==> src/rtl/div8_restoring.sv <==
// Sequential restoring unsigned divider: one quotient bit per cycle, using a
// borrow-in subtractor stage to form the trial difference of each iteration.

module div8_sub_stage #(
   parameter int WIDTH = 8
) (
   input  logic [WIDTH-1:0] a,
   input  logic [WIDTH-1:0] b,
   input  logic             borrow_in,
   output logic [WIDTH-1:0] diff,
   output logic             borrow_out
);

   // borrow_out set means a < b + borrow_in
   assign {borrow_out, diff} = {1'b0, a} - {1'b0, b} - {{WIDTH{1'b0}}, borrow_in};

endmodule

module div8_restoring #(
   parameter int WIDTH = 8
) (
   input  logic             CLK,
   input  logic             RESETN,
   input  logic             VALID_IN,
   output logic             READY_IN,
   input  logic [WIDTH-1:0] DIVIDEND,
   input  logic [WIDTH-1:0] DIVISOR,
   output logic             VALID_OUT,
   input  logic             READY_OUT,
   output logic [WIDTH-1:0] QUOTIENT,
   output logic [WIDTH-1:0] REMAINDER,
   output logic             DIV0
);

   localparam int CW = $clog2(WIDTH);
   localparam logic [CW-1:0] LAST = CW'(WIDTH - 1);

   typedef enum logic [1:0] {
      ST_IDLE = 2'd0,
      ST_RUN  = 2'd1,
      ST_DONE = 2'd2
   } state_t;

   state_t           state_r;
   state_t           state_next_s;
   logic             accept_s;
   logic             last_s;
   logic [CW-1:0]    count_r;
   logic [WIDTH-1:0] divisor_r;
   logic [WIDTH-1:0] q_r;
   logic [WIDTH-1:0] r_r;
   logic [WIDTH-1:0] quotient_r;
   logic [WIDTH-1:0] remainder_r;
   logic             div0_r;
   logic             valid_out_r;
   logic             ready_in_r;
   logic [WIDTH:0]   t_s;
   logic [WIDTH-1:0] diff_s;
   logic             borrow_s;
   logic             ge_s;
   logic [WIDTH-1:0] r_next_s;
   logic [WIDTH-1:0] q_next_s;

   assign t_s = {r_r, q_r[WIDTH-1]};

   div8_sub_stage #(.WIDTH(WIDTH)) u_sub (
      .a          (t_s[WIDTH-1:0]),
      .b          (divisor_r),
      .borrow_in  (1'b0),
      .diff       (diff_s),
      .borrow_out (borrow_s)
   );

   // A carry out of the shifted remainder always dominates the divisor
   assign ge_s     = t_s[WIDTH] | ~borrow_s;
   assign r_next_s = ge_s ? diff_s : t_s[WIDTH-1:0];
   assign q_next_s = {q_r[WIDTH-2:0], ge_s};

   // Next-state decode and transaction events
   always_comb begin
      state_next_s = state_r;
      accept_s     = 1'b0;
      last_s       = 1'b0;
      case (state_r)
         ST_IDLE: begin
            if (VALID_IN) begin
               accept_s     = 1'b1;
               state_next_s = (DIVISOR == {WIDTH{1'b0}}) ? ST_DONE : ST_RUN;
            end else begin
               state_next_s = ST_IDLE;
            end
         end
         ST_RUN: begin
            if (count_r == LAST) begin
               last_s       = 1'b1;
               state_next_s = ST_DONE;
            end else begin
               state_next_s = ST_RUN;
            end
         end
         ST_DONE: begin
            if (READY_OUT) begin
               state_next_s = ST_IDLE;
            end else begin
               state_next_s = ST_DONE;
            end
         end
         default: begin
            state_next_s = ST_IDLE;
         end
      endcase
   end

   // State register
   always_ff @(posedge CLK or negedge RESETN) begin
      if (!RESETN) begin
         state_r <= ST_IDLE;
      end else begin
         state_r <= state_next_s;
      end
   end

   // Iteration datapath, result registers and registered handshake outputs
   always_ff @(posedge CLK or negedge RESETN) begin
      if (!RESETN) begin
         count_r     <= {CW{1'b0}};
         divisor_r   <= {WIDTH{1'b0}};
         q_r         <= {WIDTH{1'b0}};
         r_r         <= {WIDTH{1'b0}};
         quotient_r  <= {WIDTH{1'b0}};
         remainder_r <= {WIDTH{1'b0}};
         div0_r      <= 1'b0;
         valid_out_r <= 1'b0;
         ready_in_r  <= 1'b1;
      end else begin
         valid_out_r <= (state_next_s == ST_DONE);
         ready_in_r  <= (state_next_s == ST_IDLE);
         if (accept_s) begin
            divisor_r <= DIVISOR;
            q_r       <= DIVIDEND;
            r_r       <= {WIDTH{1'b0}};
            count_r   <= {CW{1'b0}};
            if (DIVISOR == {WIDTH{1'b0}}) begin
               quotient_r  <= {WIDTH{1'b1}};
               remainder_r <= DIVIDEND;
               div0_r      <= 1'b1;
            end else begin
               div0_r      <= 1'b0;
            end
         end else if (state_r == ST_RUN) begin
            q_r     <= q_next_s;
            r_r     <= r_next_s;
            count_r <= count_r + CW'(1);
            if (last_s) begin
               quotient_r  <= q_next_s;
               remainder_r <= r_next_s;
            end
         end
      end
   end

   assign READY_IN  = ready_in_r;
   assign VALID_OUT = valid_out_r;
   assign QUOTIENT  = quotient_r;
   assign REMAINDER = remainder_r;
   assign DIV0      = div0_r;

endmodule

==> config.mk <==
export PLATFORM = sky130hd
export DESIGN_NAME = div8_restoring
export DESIGN_NICKNAME = d
export VERILOG_FILES = /design/src/rtl/div8_restoring.sv
export SDC_FILE = /design/constraint.sdc
export NUM_CORES = 1
export LEC_CHECK = 0
export ABC_AREA = 1
export ABC_CLOCK_PERIOD_IN_PS = 1880
export BUFFER_PORTS_ARGS = -buffer_cell sky130_fd_sc_hd__buf_2
export CORE_MARGIN = 4
export CORE_UTILIZATION = 44
export CTS_BUF_LIST = sky130_fd_sc_hd__clkbuf_8 sky130_fd_sc_hd__clkbuf_16
export DETAILED_ROUTE_END_ITERATION = 8
export GPL_TIMING_DRIVEN = 1
export PLACE_DENSITY = 0.67
export SETUP_SLACK_MARGIN = 0.1
export SYNTH_ARGS = -nofsm -noshare
export SYNTH_HDL_FRONTEND = slang
export SYNTH_SLANG_ARGS = --single-unit
==> constraint.sdc <==
create_clock -name CLK -period 1.88 [get_ports CLK]
set_input_delay 0.094 -clock CLK [delete_from_list [all_inputs] [get_ports CLK]]
set_output_delay 0.094 -clock CLK [all_outputs]
set_load 0.01 [all_outputs]
== Word level (Yosys, flattened, before mapping) ==
Cells that the tools add are included.
Widths: inputs -> output; s select.

* Add/subtract/negate cells: 2
* Equal/unequal tests: 5
* Muxes and demuxes: 25
* Bitwise logic cells: 2
* Reduce and logical (&&, ||, !) cells: 6

{| class="wikitable"
|+ Operators by type and width
! cell !! count
|-
| $mux 8 || 13
|-
| $sub 8x8->9 || 1
|-
| $logic_not 8->1 || 1
|-
| $mux 2 || 4
|-
| $mux 3 || 2
|-
| $pmux 2 s3 || 1
|-
| $mux 1 || 5
|-
| $eq 2x2->1 const B || 2
|-
| $logic_not 2->1 || 2
|-
| $reduce_bool 2->1 || 2
|-
| $add 3x1->3 const B || 1
|-
| $eq 3x3->1 const B || 1
|-
| $reduce_and 3->1 || 1
|-
| $eq 2x1->1 const B || 1
|-
| $ne 2x1->1 const B || 1
|-
| $not 1->1 || 1
|-
| $or 1x1->1 || 1
|}

* Flip-flop bits (word level): 48
* Input port bits: 20
* Output and inout port bits: 19
* Word-level logic and storage cells: 50

== Depth between registers and ports, before layout ==
Gate-level depths: netlist of run 1.

* Depth after elaboration: 7
* Depth in mapped cells: 14
* Gate-level depth less buffers: 14

== Cells and area by module ==
From an unflattened synthesis of run 1, not the netlist that was laid out.

* Cells, all modules: 368
* Area total of the unflattened synthesis: 2,791.4 µm²

{| class="wikitable"
|+ By module, submodules not included
! module !! times used !! cells each !! area an instance (µm²) !! seq. area each (µm²)
|-
| div8_restoring || 1 || 268 || 2,214.6 || 1,202.4
|-
| div8_sub_stage || 1 || 100 || 576.8 || 0.0
|}

== Worst setup path after synthesis of run 1 ==
OpenSTA, ideal clock, no wires.

* Path type: reg2reg
* From: register q_r[7]
* To: register remainder_r[3] (netlist: REMAINDER[3])
* Library setup time: 0.062 ns
* Arrival: 1.694 ns
* Required time: 1.818 ns
* Slack: 0.124 ns
* Cell stages (with the launch flop): 15
* Buffers on the path: 1
* Clock period less this slack: 1.756 ns
* Cells stage by stage: dfrtp_1 inv_1 ha_1 inv_1 fa_1 nand2_1 nand2_1 nand3_2 nand2_2 nand2_2 buf_6 nand3_1 nand3_1 nand2_1 inv_1

* Cells in the longest elaborated chain, start to end: 7

{| class="wikitable"
|+ Ends and longest elaborated chain
! element !! line !! RTL
|-
| start, declared || 50 || <nowiki>logic [WIDTH-1:0] q_r;</nowiki>
|-
| start signal, assigned || 128 || <nowiki>q_r <= {WIDTH{1'b0}};</nowiki>
|-
| start signal, assigned || 151 || <nowiki>q_r <= q_next_s;</nowiki>
|-
| $sub 8x8->9 * || 15 || <nowiki>assign {borrow_out, diff} = {1'b0, a} - {1'b0, b} - {{WIDTH{1'b0}}, borrow_in};</nowiki>
|-
| $not 1->1 || 75 || <nowiki>assign ge_s = t_s[WIDTH] | ~borrow_s;</nowiki>
|-
| $or 1x1->1 || 75 ||
|-
| $mux 8 * || 76 || <nowiki>assign r_next_s = ge_s ? diff_s : t_s[WIDTH-1:0];</nowiki>
|-
| $mux 8 * || 154 || <nowiki>if (last_s) begin</nowiki>
|-
| $mux 8 * || 150 || <nowiki>end else if (state_r == ST_RUN) begin</nowiki>
|-
| $mux 8 * || 138 || <nowiki>if (accept_s) begin</nowiki>
|-
| end signal, assigned || 131 || <nowiki>remainder_r <= {WIDTH{1'b0}};</nowiki>
|-
| end signal, assigned || 156 || <nowiki>remainder_r <= r_next_s;</nowiki>
|-
| end, declared || 53 || <nowiki>logic [WIDTH-1:0] remainder_r;</nowiki>
|}

Mark *: on every way between the ends. The rest lies on a longest branch, timed or not. The select of a mux whose other input is x is not followed.
A chain may end at the register's enable or synchronous reset.

== Worst setup path in the final report of run 1 ==
* From: register q_r[7]
* To: register remainder_r[2] (netlist: REMAINDER[2])

The elaborated chain is that of the path after synthesis.

==> impl_metrics.ini, run 1 <==
[status]
status = finished, final reports clean

[critical_path]
critPathArrivalTime_ns = 2.06
path_class = reg -> reg
critPathMaxFanout = 3
reg2reg_depth = 13
critPathCapture = REMAINDER[2]
end_kind = register
worst_setup_path_start_kind = register
required_ns = 2.08
worstReg2RegStart = q_r[7]
rrSetupSlack_ns = 0.02
r2r_end = REMAINDER[2]
worstSetupStartpoint = q_r[7]

[power_and_ir_drop]
finalPower_uw = 6290
combinationalPowerShare = 0.586
p_seq_frac = 0.288
p_clk_frac = 0.127
cellLeakagePower_uw = 0.00169
peakVddDrop_v = 0.000790
power-per-cell-area_nw_per_um2 = 2030
p_switching_uw = 2800
swShare = 0.445
p_int_uw = 3490

[floorplan]
rows = 27
die_width_um = 84.4
core_area_um2 = 5570
io_pins = 39
die_y_um = 84.4
die_area_um2 = 7130
initial_core_util = 0.461

[cells_and_area]
num_antenna_cells = 0
design_area_um2 = 3100
syn_to_final_growth_pct = 20.6
layout_common_cells = 82 x nand2_1, 47 x dfrtp_1, 45 x inv_1
n_fill_cell = 534
nets = 394
drive_gt1_frac = 0.250
layout.cells.most_common = nand2_1

[yosys]
synth-xor-area-share = 0.0102
netlist_area_um2 = 2570
synth_cell_types = 33
synthSimpleGateAreaFrac = 0.261
synth_compound_area_frac = 0.103
syn_avg_cell_area_um2 = 8.24
syn_inst = 312
seq_area_frac_synth = 0.468
synth_seq_cells = 48
synth_warnings = 0
synth.area.mux_share = 0
synth_fa_ha_area_frac = 0.0565
synth_top_family_by_area = simple AND/OR/NAND/NOR gates
synth_nets = 343

[cts]
root_buffer = clkbuf_8
cts_num_sinks = 48
clock_latency_ns = 0.30
cts_buffer_depth = 2
numCtsBuffers = 5
cts_tree = done
clk_pin_slew_ns = 0.09
cts_htree_levels = 2

[routing]
vias_per_cell = 4.89
wirelength_mm = 5.58
drcViolationCount = 0
avgRoutedWirePerCell_um = 12.8
drtPass1Iterations = 4
drtIter0Drc = 176
ant_nets = 0
vias = 2132

[sta]
fin_crit_sh = 0.988
relSlewSlack = 0.588
worst_pin_slew_ns = 0.618
fin_crit_ns = 1.86
setup-tns-final_ns = 0
drv_slew = 0
rsz0062_at_grt = yes
fin_hold_ws_ns = 0.0120
hold_viol = 0
finalSetupViolCount = 0
fin_worst_skew_ns = 0.00550
max_freq_mhz = 538

[placed_design]
dpl.hpwl_mm = 4.06
portBuffers = 38
globalplace.congestion = 0.809
dpl_cell_area_um2 = 2860

[global_route]
antenna_found_initial = 0
grt_pass1_wl_mm = 9.58
grt_max_degree = 49
grt_usage = 0.164
grt_overflow = 0
grt_pass1_vias = 2019

[flow_run]
cap_violations = 0

[min_path]
hp-class = in -> reg
[logic make-up (layout without fill, tap and decap cells)]
| kind of cell | count (synthesis) | after routing |
|---|---|---|
| flops | 48 | 48 |
| buf+inv | 60 | 111 |
| simple gates | 152 | 153 |
| compound gates | 38 | 38 |
| xor+xnor | 3 | 3 |
| fa+ha+maj | 11 | 11 |
[critical path: stages, from the launching register on]
cell	delay [ns]
dfrtp_1	0.39
inv_1	0.06
ha_2	0.16
inv_2	0.04
fa_2	0.35
nand2_2	0.08
nand2_2	0.07
nand3_4	0.08
nand2_4	0.08
buf_6	0.13
nand4_1	0.06
nand2_1	0.07
o21bai_1	0.15
inv_1	0.05
[flip-flops by register name, summed over array words and instances (netlist names)]
signal and count:
DIV0 1, READY_IN 1, VALID_OUT 1, QUOTIENT 8
REMAINDER 8, count_r 3, divisor_r 8, r_r 8
state_r 2, q_r 8
[stage by stage]
| step | utilization | setup slack [ns] | std cells |
|---|---|---|---|
| floorplan | - | 0.124 | 312 |
| global placement | 0.513 | 0.0373 | 423 |
| detailed placement | 0.513 | -0.0582 | 423 |
| CTS | 0.542 | 0.0417 | 434 |
| global route | 0.556 | -0.125 | 436 |
| finish | 0.556 | 0.0223 | 436 |
[how the worst min path moves through the flow]
| stage | startpoint | to | cells after the start |
|---|---|---|---|
| floorplan | RESETN | DIV0 | 0 |
| global placement | RESETN | divisor_r[7] | 2 |
| detailed placement | RESETN | divisor_r[7] | 2 |
| CTS | DIVISOR[4] | divisor_r[4] | 3 |
| global route | DIVISOR[4] | divisor_r[4] | 3 |
| finish | DIVISOR[4] | divisor_r[4] | 3 |
[what timing repair did]
item / in CTS / in global routing
hold endpoints to repair: 48 / 0
setup buffers: 1 / 2
gates cloned: 0 / 1
resized for setup: 4 / 16
pin swaps: 1 / 5
endpoints found under the setup margin: 18 / 18
hold buffers: 2 / 0
[area by class of cell]
type | instances | area (µm²) | share of cell area
Clock buffer | 6 | 82.6 | 0.0266
Clock inverter | 2 | 38.8 | 0.0125
Inverter | 50 | 188 | 0.0605
Multi-Input combinational cell | 205 | 1180 | 0.382
Sequential cell | 48 | 1200 | 0.388
Tap cell | 72 | 90.1 | 0.0291
Timing Repair Buffer | 53 | 315 | 0.102
[routing by layer]
metal  track usage  wire length, µm  vias up  part of all wire
li1              -                -     1094                 -
met1         0.230             2750      992              0.49
met2         0.260             2500       41              0.45
met3        0.0343              265        5             0.047
met4        0.0446               60        0             0.011
met5             0                0        -                 0
[Yosys cell counts]
cell | number | area share
a21oi_1 | 9 | 0.018
a221o_1 | 5 | 0.019
a22o_1 | 2 | 0.0068
a31oi_1 | 2 | 0.0049
buf_2 | 6 | 0.012
buf_4 | 1 | 0.0029
buf_6 | 3 | 0.013
clkinv_1 | 1 | 0.0015
dfrtp_1 | 47 | 0.46
dfstp_2 | 1 | 0.010
fa_1 | 1 | 0.0078
ha_1 | 10 | 0.049
inv_1 | 46 | 0.067
inv_2 | 3 | 0.0044
nand2_1 | 88 | 0.13
nand2_2 | 5 | 0.012
nand2_4 | 2 | 0.0088
nand3_1 | 22 | 0.043
nand3_2 | 1 | 0.0039
nand4_1 | 4 | 0.0097
nor2_1 | 20 | 0.029
nor2_2 | 3 | 0.0073
nor2_4 | 1 | 0.0044
o211ai_1 | 2 | 0.0058
o21ai_0 | 7 | 0.014
o21bai_1 | 3 | 0.0088
o221ai_1 | 3 | 0.010
o22a_1 | 4 | 0.014
o22ai_1 | 1 | 0.0024
or2_1 | 4 | 0.0097
or2_2 | 2 | 0.0049
xnor2_1 | 1 | 0.0034
xor2_1 | 2 | 0.0068
[power groups by stage]
| stage | Clock (µW) | Sequential (µW) | Combinational [µW] |
|---|---|---|---|
| floorplan | 0 | 1860 | 2370 |
| global placement | 0 | 1820 | 3220 |
| detailed placement | 0 | 1830 | 3260 |
| CTS | 813 | 1810 | 3360 |
| global route | 858 | 1870 | 4150 |
| finish | 796 | 1810 | 3680 |
Note: power is estimated with default switching activity, not from simulation.
==> run 2: changes to the inputs <==
--- a/config.mk
+++ b/config.mk
@@ -14,7 +14,6 @@
 export DETAILED_ROUTE_END_ITERATION = 8
 export GPL_TIMING_DRIVEN = 1
 export PLACE_DENSITY = 0.67
-export SETUP_SLACK_MARGIN = 0.1
 export SYNTH_ARGS = -nofsm -noshare
 export SYNTH_HDL_FRONTEND = slang
 export SYNTH_SLANG_ARGS = --single-unit
==> run 2 against run 1 <==
  * First-iteration DRC count fell by 28%
  * Fmax rose by 0.42%
  * Setup slack better by 0.0078 ns
  * Global-route usage unchanged
  * Sequential share of layout area rose by 0.13 points
  * Sequential power is essentially flat
==> impl_metrics.ini, run 2 (same netlist as run 1, synthesis figures left out) <==
[status]
status = finished, final reports clean

[global_route]
antenna_found_initial = 0
met1_usage = 0.230
grt_usage = 0.164
use_met2 = 0.260
grt_overflow = 0
grt_pass1_wl_mm = 9.58
grtUsageMet3 = 0.0343
grt_max_degree = 49
grt_pass1_vias = 2018
busiest_layer = met2

[sta]
rsz0062_at_grt = yes
worst_pin_slew_ns = 0.620
fin_worst_skew_ns = 0.00375
max_freq_mhz = 541
finalSetupViolCount = 0
drv_slew = 0
hold_viol = 0
fin_crit_ns = 1.85
relSlewSlack = 0.587
setup-tns-final_ns = 0
fin_crit_sh = 0.984

[critical_path]
reg2reg_depth = 13
critPathArrivalTime_ns = 2.05
path_class = reg -> reg
required_ns = 2.08
end_kind = register
worst_setup_path_start_kind = register
critPathMaxFanout = 3

[routing]
ant_nets = 0
drcViolationCount = 0
avgRoutedWirePerCell_um = 12.8
vias = 2119
wirelength_mm = 5.60
drtPass1Iterations = 4
vias_per_cell = 4.86
drtIter0Drc = 126

[power_and_ir_drop]
p_int_uw = 3470
p_seq_frac = 0.290
combinationalPowerShare = 0.583
p_clk_frac = 0.127
cellLeakagePower_uw = 0.00169
swShare = 0.445
power-per-cell-area_nw_per_um2 = 2020
p_switching_uw = 2780
peakVddDrop_v = 0.000809

[cells_and_area]
syn_to_final_growth_pct = 20.3
layout.cells.most_common = nand2_1
num_antenna_cells = 0
n_fill_cell = 535
layout_common_cells = 82 x nand2_1, 47 x dfrtp_1, 45 x inv_1
final_util = 0.554
ff_latch_area_um2 = 1200
nets = 394
drive_gt1_frac = 0.247
multi_input_area_um2 = 1180

[floorplan]
core_area_um2 = 5570
die_y_um = 84.4
initial_core_util = 0.461
rows = 27
die_area_um2 = 7130
die_width_um = 84.4
io_pins = 39

[cts]
numCtsBuffers = 5
clk_pin_slew_ns = 0.09
cts_tree = done
cts_buffer_depth = 2
clock_latency_ns = 0.30
root_buffer = clkbuf_8
cts_htree_levels = 2
cts_num_sinks = 48

[flow_run]
cap_violations = 0

[min_path]
hp-class = in -> reg
hold_depth = 3

[placed_design]
globalplace.congestion = 0.809
dpl.hpwl_mm = 4.06
portBuffers = 38
## run 2: layout make-up
type,instances,area share
well taps,72,0.0291
flip-flops and latches,48,0.389
clock buffers,6,0.0267
inverters,50,0.0607
repair buffers,53,0.101
clock inverters,2,0.0126
multi-input cells,205,0.381
## run 2: worst paths after layout
check,startpoint,to,slack (ns)
max,q_r[7],REMAINDER[2],0.03
min,DIVISOR[4],divisor_r[4],0.01
max reg2reg,q_r[7],REMAINDER[2],0.03
min reg2reg,r_r[7],r_r[7],0.49
max in group asynchronous,RESETN,QUOTIENT[3],1.04
min in group asynchronous,RESETN,divisor_r[6],0.42
## run 2: per-layer routing
layer	up-vias	part of all wire
met2	43	0.45
li1	1097	-
met5	-	0
met3	5	0.046
met4	0	0.011
met1	974	0.49
## run 2: power groups by stage
| stage | sequential [µW] | clock (µW) | combinational [µW] |
|---|---|---|---|
| 2_1_floorplan | 1860 | 0 | 2370 |
| 3_3_place_gp | 1820 | 0 | 3220 |
| 3_5_place_dp | 1830 | 0 | 3260 |
| 4_1_cts | 1810 | 813 | 3310 |
| 5_1_grt | 1870 | 858 | 4120 |
| 6_report | 1810 | 795 | 3640 |
## run 2: metrics by stage
stage | setup WS, ns | power, µW | cells | hold WS (ns) | cell area [µm²]
after CTS | 0.0339 | 5930 | 433 | 0.00422 | 3010
after global routing | -0.126 | 6850 | 436 | 0.0179 | 3090
after global placement | 0.0373 | 5040 | 423 | 0.231 | 2860
after floorplan | 0.124 | 4230 | 312 | -0.202 | 2570
after detailed placement | -0.0582 | 5080 | 423 | 0.234 | 2860
final | 0.0301 | 6250 | 436 | 0.0114 | 3090
## run 2: what timing repair did
item,in CTS,in global routing
endpoints found under the hold margin,48,0
setup buffers,0,2
resized for setup,2,16
endpoints found under the setup margin,10,16
gates cloned,0,1
pin swaps,0,2
hold buffers,2,0
## run 2: worst max-delay path, cell delays in order (launching register included)
cell and delay [ns]:
dfrtp_1 0.40, inv_1 0.06, ha_2 0.16, inv_2 0.04, fa_2 0.35, nand2_2 0.07, nand2_2 0.07, nand3_4 0.08
nand2_4 0.08, buf_6 0.13, nand4_1 0.06, nand2_1 0.07, o21bai_1 0.13, inv_1 0.05
